## src/rtl/alu_pkg.sv

```systemverilog
// Shared definitions for the ALU share arbiter: widths, opcodes and FSM encoding.
package alu_pkg;

  localparam int OP_W   = 6;
  localparam int DATA_W = 32;

  localparam logic [OP_W-1:0] OP_ADD  = 6'h00;
  localparam logic [OP_W-1:0] OP_SUB  = 6'h01;
  localparam logic [OP_W-1:0] OP_AND  = 6'h02;
  localparam logic [OP_W-1:0] OP_OR   = 6'h03;
  localparam logic [OP_W-1:0] OP_SLT  = 6'h04;
  localparam logic [OP_W-1:0] OP_MUL  = 6'h05;
  localparam logic [OP_W-1:0] ALU_NOP = 6'h3F;

  typedef enum logic [2:0] {
    ST_IDLE  = 3'd0,
    ST_ISSUE = 3'd1,
    ST_DRAIN = 3'd2,
    ST_CAPT  = 3'd3,
    ST_RESP  = 3'd4
  } state_e;

  function automatic logic op_is_legal(input logic [OP_W-1:0] op);
    return op <= OP_MUL;
  endfunction

endpackage

```

## src/rtl/rr_arbiter.sv

```systemverilog
// Combinational round-robin arbiter: first request at or after ptr wins, wrapping.
module rr_arbiter #(
  parameter int NUM_REQ = 4,
  parameter int ID_W    = 2
) (
  input  logic [NUM_REQ-1:0] req,
  input  logic [ID_W-1:0]    ptr,
  output logic [NUM_REQ-1:0] grant,
  output logic [ID_W-1:0]    grant_idx,
  output logic               grant_any
);

  localparam logic [ID_W:0] NUM_REQ_EXT = (ID_W+1)'(NUM_REQ);

  logic [2*NUM_REQ-1:0] req_dbl;
  logic [NUM_REQ-1:0]   req_rot;
  logic [NUM_REQ-1:0]   rot_first;
  logic [ID_W-1:0]      off_acc [NUM_REQ+1];
  logic [ID_W:0]        idx_sum;

  // Rotate so the pointer position lands at bit 0, then isolate the lowest set bit.
  assign req_dbl   = {req, req} >> ptr;
  assign req_rot   = req_dbl[NUM_REQ-1:0];
  assign rot_first = req_rot & (~req_rot + 1'b1);

  assign off_acc[0] = '0;
  for (genvar gi = 0; gi < NUM_REQ; gi++) begin : g_off
    assign off_acc[gi+1] = off_acc[gi] | ({ID_W{rot_first[gi]}} & ID_W'(gi));
  end

  assign idx_sum   = {1'b0, ptr} + {1'b0, off_acc[NUM_REQ]};
  assign grant_idx = (idx_sum >= NUM_REQ_EXT) ? ID_W'(idx_sum - NUM_REQ_EXT) : idx_sum[ID_W-1:0];
  assign grant_any = |req;

  for (genvar gi = 0; gi < NUM_REQ; gi++) begin : g_grant
    assign grant[gi] = grant_any && (grant_idx == ID_W'(gi));
  end

endmodule

```

## src/rtl/alu_share_arbiter.sv

```systemverilog
// Shares one two-load ALU among NUM_REQ requesters with round-robin arbitration.
// Optional macro ALU_ARB_OPCHK_EN: illegal opcodes bypass the ALU and answer with resp_err.
module alu_share_arbiter
  import alu_pkg::*;
#(
  parameter int NUM_REQ = 4,
  parameter int ID_W    = $clog2(NUM_REQ)
) (
  input  logic                      clk,
  input  logic                      rst_n,
  input  logic [NUM_REQ-1:0]        req_valid,
  output logic [NUM_REQ-1:0]        req_ready,
  input  logic [OP_W*NUM_REQ-1:0]   req_op,
  input  logic [DATA_W*NUM_REQ-1:0] req_a,
  input  logic [DATA_W*NUM_REQ-1:0] req_b,
  output logic                      resp_valid,
  input  logic                      resp_ready,
  output logic [ID_W-1:0]           resp_id,
  output logic [DATA_W-1:0]         resp_data,
  output logic                      resp_err,
  output logic                      alu_load,
  output logic [DATA_W-1:0]         alu_a,
  output logic [DATA_W-1:0]         alu_b,
  output logic [OP_W-1:0]           alu_op,
  input  logic [DATA_W-1:0]         alu_result
);

  state_e              state_reg, state_next;
  logic [ID_W-1:0]     ptr_reg;
  logic [OP_W-1:0]     op_reg;
  logic [DATA_W-1:0]   a_reg, b_reg;
  logic [ID_W-1:0]     id_reg;
  logic [DATA_W-1:0]   resp_data_reg;
  logic [ID_W-1:0]     resp_id_reg;

  logic [OP_W-1:0]     op_arr [NUM_REQ];
  logic [DATA_W-1:0]   a_arr  [NUM_REQ];
  logic [DATA_W-1:0]   b_arr  [NUM_REQ];

  logic [NUM_REQ-1:0]  grant;
  logic [ID_W-1:0]     grant_idx;
  logic                grant_any;
  logic                accept;
  logic                sel_illegal;
  logic [OP_W-1:0]     sel_op;

  for (genvar gi = 0; gi < NUM_REQ; gi++) begin : g_unpack
    assign op_arr[gi] = req_op[gi*OP_W +: OP_W];
    assign a_arr[gi]  = req_a[gi*DATA_W +: DATA_W];
    assign b_arr[gi]  = req_b[gi*DATA_W +: DATA_W];
  end

  rr_arbiter #(
    .NUM_REQ (NUM_REQ),
    .ID_W    (ID_W)
  ) u_rr_arbiter (
    .req       (req_valid),
    .ptr       (ptr_reg),
    .grant     (grant),
    .grant_idx (grant_idx),
    .grant_any (grant_any)
  );

  assign sel_op = op_arr[grant_idx];
  assign accept = (state_reg == ST_IDLE) && grant_any && rst_n;

`ifdef ALU_ARB_OPCHK_EN
  assign sel_illegal = !op_is_legal(sel_op);
`else
  assign sel_illegal = 1'b0;
`endif

  always_comb begin
    state_next = state_reg;
    req_ready  = '0;
    resp_valid = 1'b0;
    alu_load   = 1'b0;
    alu_a      = '0;
    alu_b      = '0;
    alu_op     = '0;
    case (state_reg)
      ST_IDLE: begin
        // Gate with rst_n so the grant is not visible while reset is held.
        if (rst_n) req_ready = grant;
        if (grant_any) state_next = sel_illegal ? ST_RESP : ST_ISSUE;
      end
      ST_ISSUE: begin
        alu_load   = 1'b1;
        alu_a      = a_reg;
        alu_b      = b_reg;
        alu_op     = op_reg;
        state_next = ST_DRAIN;
      end
      ST_DRAIN: begin
        // Second load pushes a NOP; the ALU evaluates the captured operation here.
        alu_load   = 1'b1;
        alu_op     = ALU_NOP;
        state_next = ST_CAPT;
      end
      ST_CAPT: begin
        state_next = ST_RESP;
      end
      ST_RESP: begin
        resp_valid = 1'b1;
        if (resp_ready) state_next = ST_IDLE;
      end
      default: state_next = ST_IDLE;
    endcase
  end

  always_ff @(posedge clk or negedge rst_n) begin
    if (!rst_n) begin
      state_reg     <= ST_IDLE;
      ptr_reg       <= '0;
      op_reg        <= '0;
      a_reg         <= '0;
      b_reg         <= '0;
      id_reg        <= '0;
      resp_data_reg <= '0;
      resp_id_reg   <= '0;
    end else begin
      state_reg <= state_next;
      if (accept) begin
        op_reg <= sel_op;
        a_reg  <= a_arr[grant_idx];
        b_reg  <= b_arr[grant_idx];
        id_reg <= grant_idx;
      end
      if (accept && sel_illegal) begin
        resp_data_reg <= '0;
        resp_id_reg   <= grant_idx;
      end
      if (state_reg == ST_CAPT) begin
        resp_data_reg <= alu_result;
        resp_id_reg   <= id_reg;
      end
      if (state_reg == ST_RESP && resp_ready) begin
        ptr_reg <= (id_reg == ID_W'(NUM_REQ-1)) ? '0 : id_reg + 1'b1;
      end
    end
  end

`ifdef ALU_ARB_OPCHK_EN
  logic resp_err_reg;

  always_ff @(posedge clk or negedge rst_n) begin
    if (!rst_n) begin
      resp_err_reg <= 1'b0;
    end else if (accept) begin
      resp_err_reg <= sel_illegal;
    end
  end

  assign resp_err = resp_err_reg;
`else
  assign resp_err = 1'b0;
`endif

  assign resp_data = resp_data_reg;
  assign resp_id   = resp_id_reg;

endmodule

```

## config.mk

```make
export PLATFORM = sky130hd
export DESIGN_NAME = alu_share_arbiter
export DESIGN_NICKNAME = d
export VERILOG_FILES = /design/src/rtl/alu_pkg.sv /design/src/rtl/rr_arbiter.sv /design/src/rtl/alu_share_arbiter.sv
export SDC_FILE = /design/constraint.sdc
export NUM_CORES = 1
export LEC_CHECK = 0
export CAP_MARGIN = 20
export CELL_PAD_IN_SITES_DETAIL_PLACEMENT = 0
export CELL_PAD_IN_SITES_GLOBAL_PLACEMENT = 1
export CORE_ASPECT_RATIO = 1.4
export CORE_MARGIN = 8
export CORE_UTILIZATION = 29
export CTS_CLUSTER_DIAMETER = 30
export CTS_CLUSTER_SIZE = 40
export DETAILED_ROUTE_END_ITERATION = 16
export GPL_TIMING_DRIVEN = 1
export HOLD_SLACK_MARGIN = 0.08
export PLACE_DENSITY = 0.91
export SLEW_MARGIN = 25
export SYNTH_ARGS = -nofsm -noshare
export SYNTH_HDL_FRONTEND = slang
export SYNTH_SLANG_ARGS = --single-unit
```

## constraint.sdc

```tcl
create_clock -name clk -period 5.9 [get_ports clk]
set_input_delay 0.59 -clock clk [delete_from_list [all_inputs] [get_ports clk]]
set_output_delay 0.59 -clock clk [all_outputs]
set_load 0.03 [all_outputs]
```

# == Word level (Yosys, flattened, before mapping) ==
# Cells that the tools add are included.
# op_classes
add_sub_neg,4
magnitude_cmp,2
eq_ne,10
shift,1
n_mux,21
n_bitwise,5
reduce_logical,12
# op_table
op,count
two-way mux 32 bit,6
binary-select mux 32 bit (select 2 bit),2
one-hot mux 3 bit (5 select lines),1
binary-select mux 6 bit (select 2 bit),1
two-way mux 6 bit,2
one-hot mux 6 bit (2 select lines),1
two-way mux 4 bit,2
>> shifter 8 x 2 -> 4 bit,1
logical AND 1 bit,7
"equality test 2 bit, second input constant",3
"equality test 3 x 2 -> 1 bit, second input constant",2
">= comparator 3 bit, second input constant",2
two-way mux 3 bit,2
"adder 4 x 1 -> 4 bit, second input constant",1
AND 4 bit,1
two-way mux 2 bit,2
"inequality test 2 bit, second input constant",2
inverter 4 bit,1
OR reduction 4 bit,1
adder 2 x 2 -> 3 bit,1
"equality test 3 x 1 -> 1 bit, second input constant",1
"equality test 3 bit, second input constant",1
logical NOT 3 bit,1
inverter 2 -> 3 bit,1
other kinds (9),10
# totals
regBits,111
input_bits,319
output_inout_bits,111
elab_cells,63

# == Logic depth before layout (Yosys ltp) ==
# Gate-level depths: netlist of the first run.
# depth
depth_word,13
depth_mapped,13
ltp_nobuf,9

# == Hierarchy ==
# Synthesis of the first run repeated with hierarchy kept, for this count alone.
# hier_totals
hier_cells,458
area_unflattened_um2,6927.9
# by_module_without_submodules
mod,n_inst,cells_per_inst,area_per_inst_um2,seq_area_each_um2
alu_share_arbiter,1,423,6671.4,2777.7
rr_arbiter,1,35,256.5,0.0

# == Worst setup path before layout of the first run ==
# No wires, ideal clock.
# synth_timing
path_type,input port to output port
startpoint,input req_valid[0]
endpoint,output req_ready[2]
t_arrival_ns,2.925
required_time_ns,5.310
setup_slack_ns,2.385
stages,12
path_buffers,3
cell_sequence,inv_1 -> o21ai_0 -> a21oi_1 -> o31a_1 -> ha_1 -> xnor2_1 -> and4_4 -> buf_6 -> or2_4 -> buf_12 -> buf_8 -> nor3_1
# synth_between
elab_chain_cells,13
word_cells_on_any_way,15
cone_classes,add/sub (3); order compare (1); eq/ne (1); shift (1); mux (3); bitwise (4); reduce/logical (2)
# synth_rtl
item,line,text
"start, declared",alu_share_arbiter.sv:11,"input logic [NUM_REQ-1:0] req_valid,"
>> shifter 8 x 2 -> 4 bit,rr_arbiter.sv:22,"assign req_dbl = {req, req} >> ptr;"
inverter 4 bit,rr_arbiter.sv:24,assign rot_first = req_rot & (~req_rot + 1'b1);
adder 4 x 1 -> 4 bit,rr_arbiter.sv:24,
AND 4 bit,rr_arbiter.sv:24,
bitwise OR 1 x 2 -> 2 bit,rr_arbiter.sv:28,assign off_acc[gi+1] = off_acc[gi] | ({ID_W{rot_first[gi]}} & ID_W'(gi));
bitwise OR 2 bit,rr_arbiter.sv:28,
adder 2 x 2 -> 3 bit,rr_arbiter.sv:31,"assign idx_sum = {1'b0, ptr} + {1'b0, off_acc[NUM_REQ]};"
>= comparator 3 bit / subtractor 2 x 1 -> 2 bit (equally long branches),rr_arbiter.sv:32,assign grant_idx = (idx_sum >= NUM_REQ_EXT) ? ID_W'(idx_sum - NUM_REQ_EXT) : idx_sum[ID_W-1:0];
two-way mux 2 bit,rr_arbiter.sv:32,
equality test 2 bit,rr_arbiter.sv:36,assign grant[gi] = grant_any && (grant_idx == ID_W'(gi));
logical AND 1 bit *,rr_arbiter.sv:36,
two-way mux 4 bit *,alu_share_arbiter.sv:84,if (rst_n) req_ready = grant;
two-way mux 4 bit *,alu_share_arbiter.sv:81,case (state_reg)
"end, declared",alu_share_arbiter.sv:12,"output logic [NUM_REQ-1:0] req_ready,"
# Every way passes the cells marked *; elsewhere a longest branch is shown, timed or not.

# == Worst setup path in the final report of the first run ==
# layout_timing
startpoint,input req_valid[0]
endpoint,output req_ready[0]
# layout_between
elab_chain_cells,13
word_cells_on_any_way,15
cone_classes,add/sub (3); order compare (1); shift (1); mux (3); bitwise (4); reduce/logical (3)
# layout_rtl
item,line
>> shifter 8 x 2 -> 4 bit,rr_arbiter.sv:22
inverter 4 bit,rr_arbiter.sv:24
adder 4 x 1 -> 4 bit,rr_arbiter.sv:24
AND 4 bit,rr_arbiter.sv:24
bitwise OR 1 x 2 -> 2 bit,rr_arbiter.sv:28
bitwise OR 2 bit,rr_arbiter.sv:28
adder 2 x 2 -> 3 bit,rr_arbiter.sv:31
>= comparator 3 bit / subtractor 2 x 1 -> 2 bit (equally long branches),rr_arbiter.sv:32
two-way mux 2 bit,rr_arbiter.sv:32
logical NOT 2 bit,rr_arbiter.sv:36
logical AND 1 bit *,rr_arbiter.sv:36
two-way mux 4 bit *,alu_share_arbiter.sv:84
two-way mux 4 bit *,alu_share_arbiter.sv:81
# Marks and branches as above.

==> summary.md, run 1 <==
| Metric | Value |
|---|---|
| Critical path type | in2out |
| Final Net Count | 1,473 |
| PwrDens | 536 mW/mm^2 |
| Register area | 0.00278 sq mm |
| Filler instances | 2,347 |
| Post-route ant nets | 0 |
| CTS Buf Count | 9 |
| Unrepaired setup endpoints after global routing | no |
| Clk_lat worst skew | 0.36 ns |
| Ys Warns | 0 |
| Syn Nets | 1,095 |
| Synth Area in Simple Gates | 15.8% |
| Core ar. | 0.0247 sq mm |
| Least-Margin Pin Slew | 1.00 ns |
| Initial antenna violation count | 3 |
| GR Overflow Total | 0 |
| Num rows | 68 |
| Biggest area consumer among synthesized cells | dfrtp_1 |
| Data arrival, critical path | 3.84 ns |
| Final Cycle Share | 75.0% |
| Top cell type's share of synthesized area | 38.2% |
| Critical path's largest stage delay | 0.71 ns |
| Layout Area Growth over Synthesis | 64.9% |
| Sequential share of the synthesized area | 38.2% |
| Area after DPL | 0.0117 sq mm |
| Initial Util | 29.5% |
| Post-synth EDFFs | 0 |
| Synth area leaders | dfrtp_1, mux2i_1, o311ai_1 |
| Multiplexer share of the synthesized area | 24.7% |
| Gr usage total | 18.7% |
| Setup slack after layout | 1.47 ns |
| Hold_ws | 0.252 ns |
| Synth cell count leaders | mux2i_1, dfrtp_1, nand2_1, nor2_1, o21ai_0 |
| Max cap viols | 0 |
| Largest family of logic cells by synthesized area | multiplexers |
| Setup_tns | 0 ns |
| Routed WL | 29,500 um |
| Crit path max-delay cell type | clkdlybuf4s50_1 |
| TritonRoute pass-1 iters | 5 |
| Post-synthesis compound-gate area fraction | 15.1% |
| Final Hold Viols | 0 |
| Slew Limit Fails | 0 |
| Largest net degree at the start of global routing | 105 |
| Period minus WS final | 4.43 ns |
| Slew margin rel. | 33.1% |
| Pre-CTS setup slack | 1.47 ns |
| Most used cell, CP | clkdlybuf4s50_1 |
| Multi-input gate area | 0.00411 sq mm |
| Number of global-route vias before repair | 7,604 |
| Crit end category | output port |
| Hold WC Path Type | in2async |
| CTS Sinks | 111 |
| Top_reg_cell synth | dfrtp_1 |
| Clock Path Buffers | 2 |
| Via count | 7,310 |
| # DRC | 0 |
| Post-DP HPWL | 23,000 um |
| Synth Register Bits | 111 |
| Total power draw | 6.44 mW |
| VDD IR-drop max | 0.950 mV |
| Clk_skew | 0.00802 ns |
| Status | finished clean |
| Port Buffers | 428 |
| Synth cell types | 40 |
| Synth Area in Adders | 0.344% |
| F_max | 0.226 GHz |
| Post-CTS repair timing setup buffer count | 0 |
| Ports | 430 |
| Die width | 150 um |
| CP required | 5.31 ns |
| Most common cell in the netlist | mux2i_1 |
| Post-synthesis xor/xnor area fraction | 0.120% |
| WL/cell | 20.0 um |
| Cells after Synth | 774 |
| Clock slew at reported path FFs | 0.07 ns |
| Post-CTS Hold Buffers | 0 |
| 1st-iter DRT viols | 325 |
| Routed vias/inst | 4.96 |
| Lkg Pwr | 5.00 nW |
| Layout Cells excl Fill | 1,474 |
| PostCTS Resize Cnt | 0 |
| Avg Cell Area, Syn | 9.41 sq um |
| Post-layout util | 48.7% |
| First-pass GRT wire length | 44,100 um |
| H-tree levels | 3 |
| Setup crit start kind | primary input |
| Cells after DPL | 1,455 |
| Die span in y | 203 um |
| Gpl congestion | 0.802 |
| Final instance area | 0.0120 sq mm |
| CTS tree | built |
| Die area | 0.0305 sq mm |
| Worst-path maximum fanout | 38 |
| Crit path cell chain | clkdlybuf4s50_1, inv_1, o21ai_0, a21oi_1, o31a_1, ha_4, xnor2_1, and4_4, nor2_1, nor3_1, clkdlybuf4s50_1 |
| Mapped cell area | 0.00728 sq mm |
| Post-synth ARST share | 100% |
| Clk root buf | clkbuf_16 |
| Final setup vio count | 0 |
| Layout cells sized above 1 | 6.31% |
## critical path, delay by kind of cell
kind / cells / cell delay, ns
buffers and inverters: 3 / 1.36
AND/OR/NAND/NOR: 3 / 0.87
AO/OA/AOI/OAI: 3 / 0.58
XOR/XNOR: 1 / 0.27
adder cells (fa/ha/maj): 1 / 0.17
## cell usage in the layout, fill, tap and decap left out, drive strengths merged
cell / Yosys / final
diode: 0 / 3
nor2: 78 / 78
o21ai: 75 / 75
and4: 1 / 1
dfrtp: 111 / 111
nor2b: 2 / 2
and2: 64 / 64
o21a: 1 / 1
nand4b: 1 / 1
conb: 1 / 1
or4: 1 / 1
mux2i: 140 / 140
o211ai: 2 / 2
nand3b: 2 / 2
o311ai: 70 / 70
xnor2: 1 / 1
nand2: 85 / 85
buf: 25 / 15
nor3: 3 / 3
nor3b: 3 / 3
bufinv: 0 / 1
o31a: 1 / 1
clkdlybuf4s50: 0 / 427
and3b: 2 / 2
a2bb2oi: 1 / 1
a21oi: 9 / 9
ha: 2 / 2
mux2: 35 / 35
clkbuf: 50 / 9
or2: 1 / 1
a31oi: 1 / 1
inv: 3 / 8
o31ai: 1 / 1
nand2b: 2 / 2
## worst paths after layout
kind                                  to  cells after the start         start  slack [ns]
max in group asynchronous  resp_data[14]                      2         rst_n        4.34
min in group clk               b_reg[26]                      2     b_reg[26]        0.48
max                         req_ready[0]                     11  req_valid[0]        1.47
min reg2reg                    b_reg[26]                      2     b_reg[26]        0.48
max reg2reg                    a_reg[22]                      9    ptr_reg[1]        2.48
min                            a_reg[27]                      1         rst_n        0.25
## layer usage
metal	track usage [%]	part of all wire (%)	vias up
li1	-	-	3538
met1	20.1	37	3438
met2	33.6	53	297
met3	5.35	8.1	37
met4	7.34	2.3	0
met5	0	0	-
## cell type report
type / instances / share of cell area, %
clock inverters: 6 / 0.615
flip-flops and latches: 111 / 23.1
inverters: 3 / 0.0938
diodes: 3 / 0.0625
multi-input cells: 585 / 34.2
clock buffers: 9 / 1.88
repair buffers: 442 / 36.7
well taps: 315 / 3.28
## power by group
part / switching [mW] / total, mW / leakage [nW] / internal [mW]
Sequential: 0.208 / 1.35 / 1.36 / 1.14
Clock: 0.310 / 0.646 / 0.148 / 0.336
Combinational: 2.55 / 4.45 / 3.50 / 1.89
## cell families after synthesis
logic type,after synthesis
adders and majority gates,2
other,1
and+or+nand+nor,245
xor gates and xnor gates,1
DFF,111
AOI/OAI and AO/OA,161
buffers and inverters,78
muxes,175
(Power assumes the default switching activity.)
==> inputs of run 2 (changes only) <==
--- a/config.mk
+++ b/config.mk
@@ -10,13 +10,13 @@
 export CELL_PAD_IN_SITES_GLOBAL_PLACEMENT = 1
 export CORE_ASPECT_RATIO = 1.4
 export CORE_MARGIN = 8
-export CORE_UTILIZATION = 29
+export CORE_UTILIZATION = 25
 export CTS_CLUSTER_DIAMETER = 30
 export CTS_CLUSTER_SIZE = 40
 export DETAILED_ROUTE_END_ITERATION = 16
 export GPL_TIMING_DRIVEN = 1
 export HOLD_SLACK_MARGIN = 0.08
-export PLACE_DENSITY = 0.91
+export PLACE_DENSITY = 0.84
 export SLEW_MARGIN = 25
 export SYNTH_ARGS = -nofsm -noshare
 export SYNTH_HDL_FRONTEND = slang
==> constraint.sdc (replaced) <==
create_clock -name clk -period 3.5 [get_ports clk]
set_input_delay 0.35 -clock clk [delete_from_list [all_inputs] [get_ports clk]]
set_output_delay 0.35 -clock clk [all_outputs]
set_load 0.03 [all_outputs]
==> run 2 against run 1 <==
Compared with the run above:
- sequential share of layout area is 0.53 points lower
- sequential power grew 69%
- flip-flop and latch count unchanged
- non-clock buffer count rose by 13
- worst hold slack got worse by 0.15 ns
- critical path type unchanged
- critical endpoint unchanged
- largest cell class unchanged
==> summary.md, run 2 (same netlist as run 1, synthesis figures left out) <==
| Metric | Value |
|---|---|
| Lkg Pwr | 5.12 nW (+2.3%) |
| H-tree levels | 3 (unchanged) |
| Crit path max-delay cell type | clkdlybuf4s50_1 |
| Port Buffers | 428 (unchanged) |
| Max cap viols | 0 (unchanged) |
| Initial antenna violation count | 2 (-1) |
| Clk_skew | 0.0154 ns (+0.00734 ns) |
| Routed vias/inst | 4.73 (-4.6%) |
| Critical path's largest stage delay | 0.53 ns (-0.18 ns) |
| Critical path type | in2out |
| Period minus WS final | 3.11 ns |
| Status | finished clean |
| Largest net degree at the start of global routing | 124 (+18%) |
| Post-CTS Hold Buffers | 0 (unchanged) |
| Final setup vio count | 0 (unchanged) |
| Post-layout util | 42.5% (-6.1 points) |
| Hold_ws | 0.103 ns (-0.149 ns) |
| Crit end category | output port |
| Post-route ant nets | 0 (unchanged) |
| P_sw | 5.26 mW (+71%) |
| Unrepaired setup endpoints after global routing | no |
| Clock power frac | 10.3% (+0.3 points) |
| Clk_lat worst skew | 0.36 ns (about the same) |
| Least-Margin Pin Slew | 0.907 ns (-0.0958 ns) |
| Routed WL | 29,300 um (-0.81%) |
| Die span in y | 218 um (+7.1%) |
| Sequential share of power | 20.3% (-0.6 points) |
| Internal | 5.97 mW (+77%) |
| Filler instances | 2,880 (+23%) |
| Buf/Inv on CP | 4 (+1) |
| F_max | 0.321 GHz |
| WL/cell | 18.9 um (-5.8%) |
| Slew margin rel. | 39.5% (+6.4 points) |
| Setup_tns | 0 ns (unchanged) |
| Clock Path Buffers | 2 (unchanged) |
| Reg2reg setup slack | 0.79 ns (-1.69 ns) |
| Crit path cell chain | clkdlybuf4s50_1, inv_1, o21ai_0, a21oi_1, o31a_1, ha_4, xnor2_1, a31oi_4, buf_4, nor2_1, nor3_1, buf_4 |
| VDD IR-drop max | 0.618 mV (-35%) |
| Slew Limit Fails | 0 (unchanged) |
| Die width | 160 um (+6.9%) |
| # DRC | 0 (unchanged) |
| CP required | 3.15 ns (-2.16 ns) |
| Num rows | 74 (+8.8%) |
| Ports | 430 (unchanged) |
| Setup slack after layout | 0.389 ns (-1.09 ns) |
| CTS tree | built |
| Post-DP HPWL | 23,100 um (+0.34%) |
| First-pass GRT wire length | 44,300 um (+0.61%) |
| Layout Area Growth over Synthesis | 68.8% |
| Most frequent cells in the layout | clkdlybuf4s50_1, mux2i_1, dfrtp_1 |
| Setup crit start kind | primary input |
| CTS Buf Count | 9 (unchanged) |
| Hold WC Path Type | in2async |
| Gr usage total | 16.0% (-2.7 points) |
| Die area | 0.0349 sq mm (+14%) |
| Worst-path maximum fanout | 15 (-61%) |
| Gate power share | 69.5% (+0.5 points) |
| TritonRoute pass-1 iters | 4 (-1) |
| Via count | 7,341 (+0.42%) |
| Clock slew at reported path FFs | 0.09 ns (+0.02 ns) |
| Number of global-route vias before repair | 7,672 (+0.89%) |
| Post-CTS repair timing setup buffer count | 0 (unchanged) |
| Gpl congestion | 0.803 (+0.11%) |
| Final Net Count | 1,486 (+0.88%) |
| Total power draw | 11.2 mW (+74%) |
| Data arrival, critical path | 2.76 ns (-1.08 ns) |
| Initial Util | 25.2% (-4.3 points) |
| CTS Sinks | 111 (unchanged) |
| Final Cycle Share | 88.9% |
| Pre-CTS setup slack | 0.375 ns (-1.10 ns) |
| Switching share of power | 46.8% (-0.84 points) |
| PwrDens | 914 mW/mm^2 (+70%) |
| Most used cell, CP | buf_4 |
| GR Overflow Total | 0 (unchanged) |
| Delay-heaviest family, CP | buffers and inverters |
| Core ar. | 0.0289 sq mm (+17%) |
| Clk root buf | clkbuf_16 |
| 1st-iter DRT viols | 384 (+18%) |
| Final Hold Viols | 0 (unchanged) |
| Layout cells sized above 1 | 7.78% (+1.5 points) |
| PostCTS Resize Cnt | 0 (unchanged) |
| Most common cell after layout, fill and taps aside | clkdlybuf4s50_1 |
[run 2: changes by cell type in the layout (fill, tap and decap cells not counted)]
| cell | change |
|---|---|
| buf_12 | +8 |
| buf_16 | -1 |
| buf_4 | +10 |
| clkdlybuf4s50_1 | -4 |
| clkinv_8 | +3 |
| clkinvlp_4 | +1 |
| diode_2 | -1 |
| inv_6 | -5 |
| inv_8 | +2 |
[run 2: cell type report]
cell class / instances / area [sq um] / area share, %
Inverter: 3 / 11.3 / 0.0916
Clock buffer: 9 / 225 / 1.83
Clock inverter: 7 / 109 / 0.886
Multi-Input combinational cell: 585 / 4110 / 33.4
Tap cell: 380 / 475 / 3.87
Antenna cell: 2 / 5.00 / 0.0407
Sequential cell: 111 / 2780 / 22.6
Timing Repair Buffer: 455 / 4570 / 37.2
[run 2: through the flow]
stage	cells	instance area [sq um]
after floorplan	774	7280
after global placement	1534	11900
after detailed placement	1534	11900
after CTS	1550	12300
after global routing	1552	12300
final	1552	12300
[run 2: layer usage]
layer / GRT usage, % / routed length [um] / up-vias
li1: - / - / 3556
met1: 17.8 / 11500 / 3545
met2: 29.7 / 15800 / 218
met3: 3.68 / 1440 / 22
met4: 5.00 / 505 / 0
met5: 0 / 0 / -
[run 2: path summary, 6_finish.rpt]
check | from | end | depth (start not counted)
setup / recovery | req_valid[0] | req_ready[0] | 12
hold / removal | rst_n | a_reg[12] | 2
setup reg to reg | ptr_reg[1] | a_reg[7] | 9
hold reg to reg | b_reg[23] | b_reg[23] | 2
max in group asynchronous | rst_n | a_reg[24] | 2
min in group clk | b_reg[23] | b_reg[23] | 2
[run 2: worst reg2reg max path, stage by stage, from the launching register on]
cell,delay [ns]
dfrtp_1,0.52
o21ai_0,0.21
a21oi_1,0.08
o31a_1,0.31
ha_4,0.16
xnor2_1,0.30
and4_4,0.32
or2_4,0.15
buf_12,0.31
o311ai_1,0.20
[run 2: power groups by stage]
stage	registers (mW)	logic (mW)	clock network, mW
final	2.28	7.80	1.15
after global routing	2.37	8.39	1.24
after CTS	2.29	7.92	1.19
after detailed placement	2.31	7.90	0
after global placement	2.29	7.82	0
after floorplan	2.59	4.98	0
==> inputs of run 3 (changes only) <==
--- a/config.mk
+++ b/config.mk
@@ -15,7 +15,7 @@
 export CTS_CLUSTER_SIZE = 40
 export DETAILED_ROUTE_END_ITERATION = 16
 export GPL_TIMING_DRIVEN = 1
-export HOLD_SLACK_MARGIN = 0.08
+export HOLD_SLACK_MARGIN = 0.1
 export PLACE_DENSITY = 0.84
 export SLEW_MARGIN = 25
 export SYNTH_ARGS = -nofsm -noshare
==> results of run 3 <==
Final layout, timing and power as in run 2 (identical DEF).
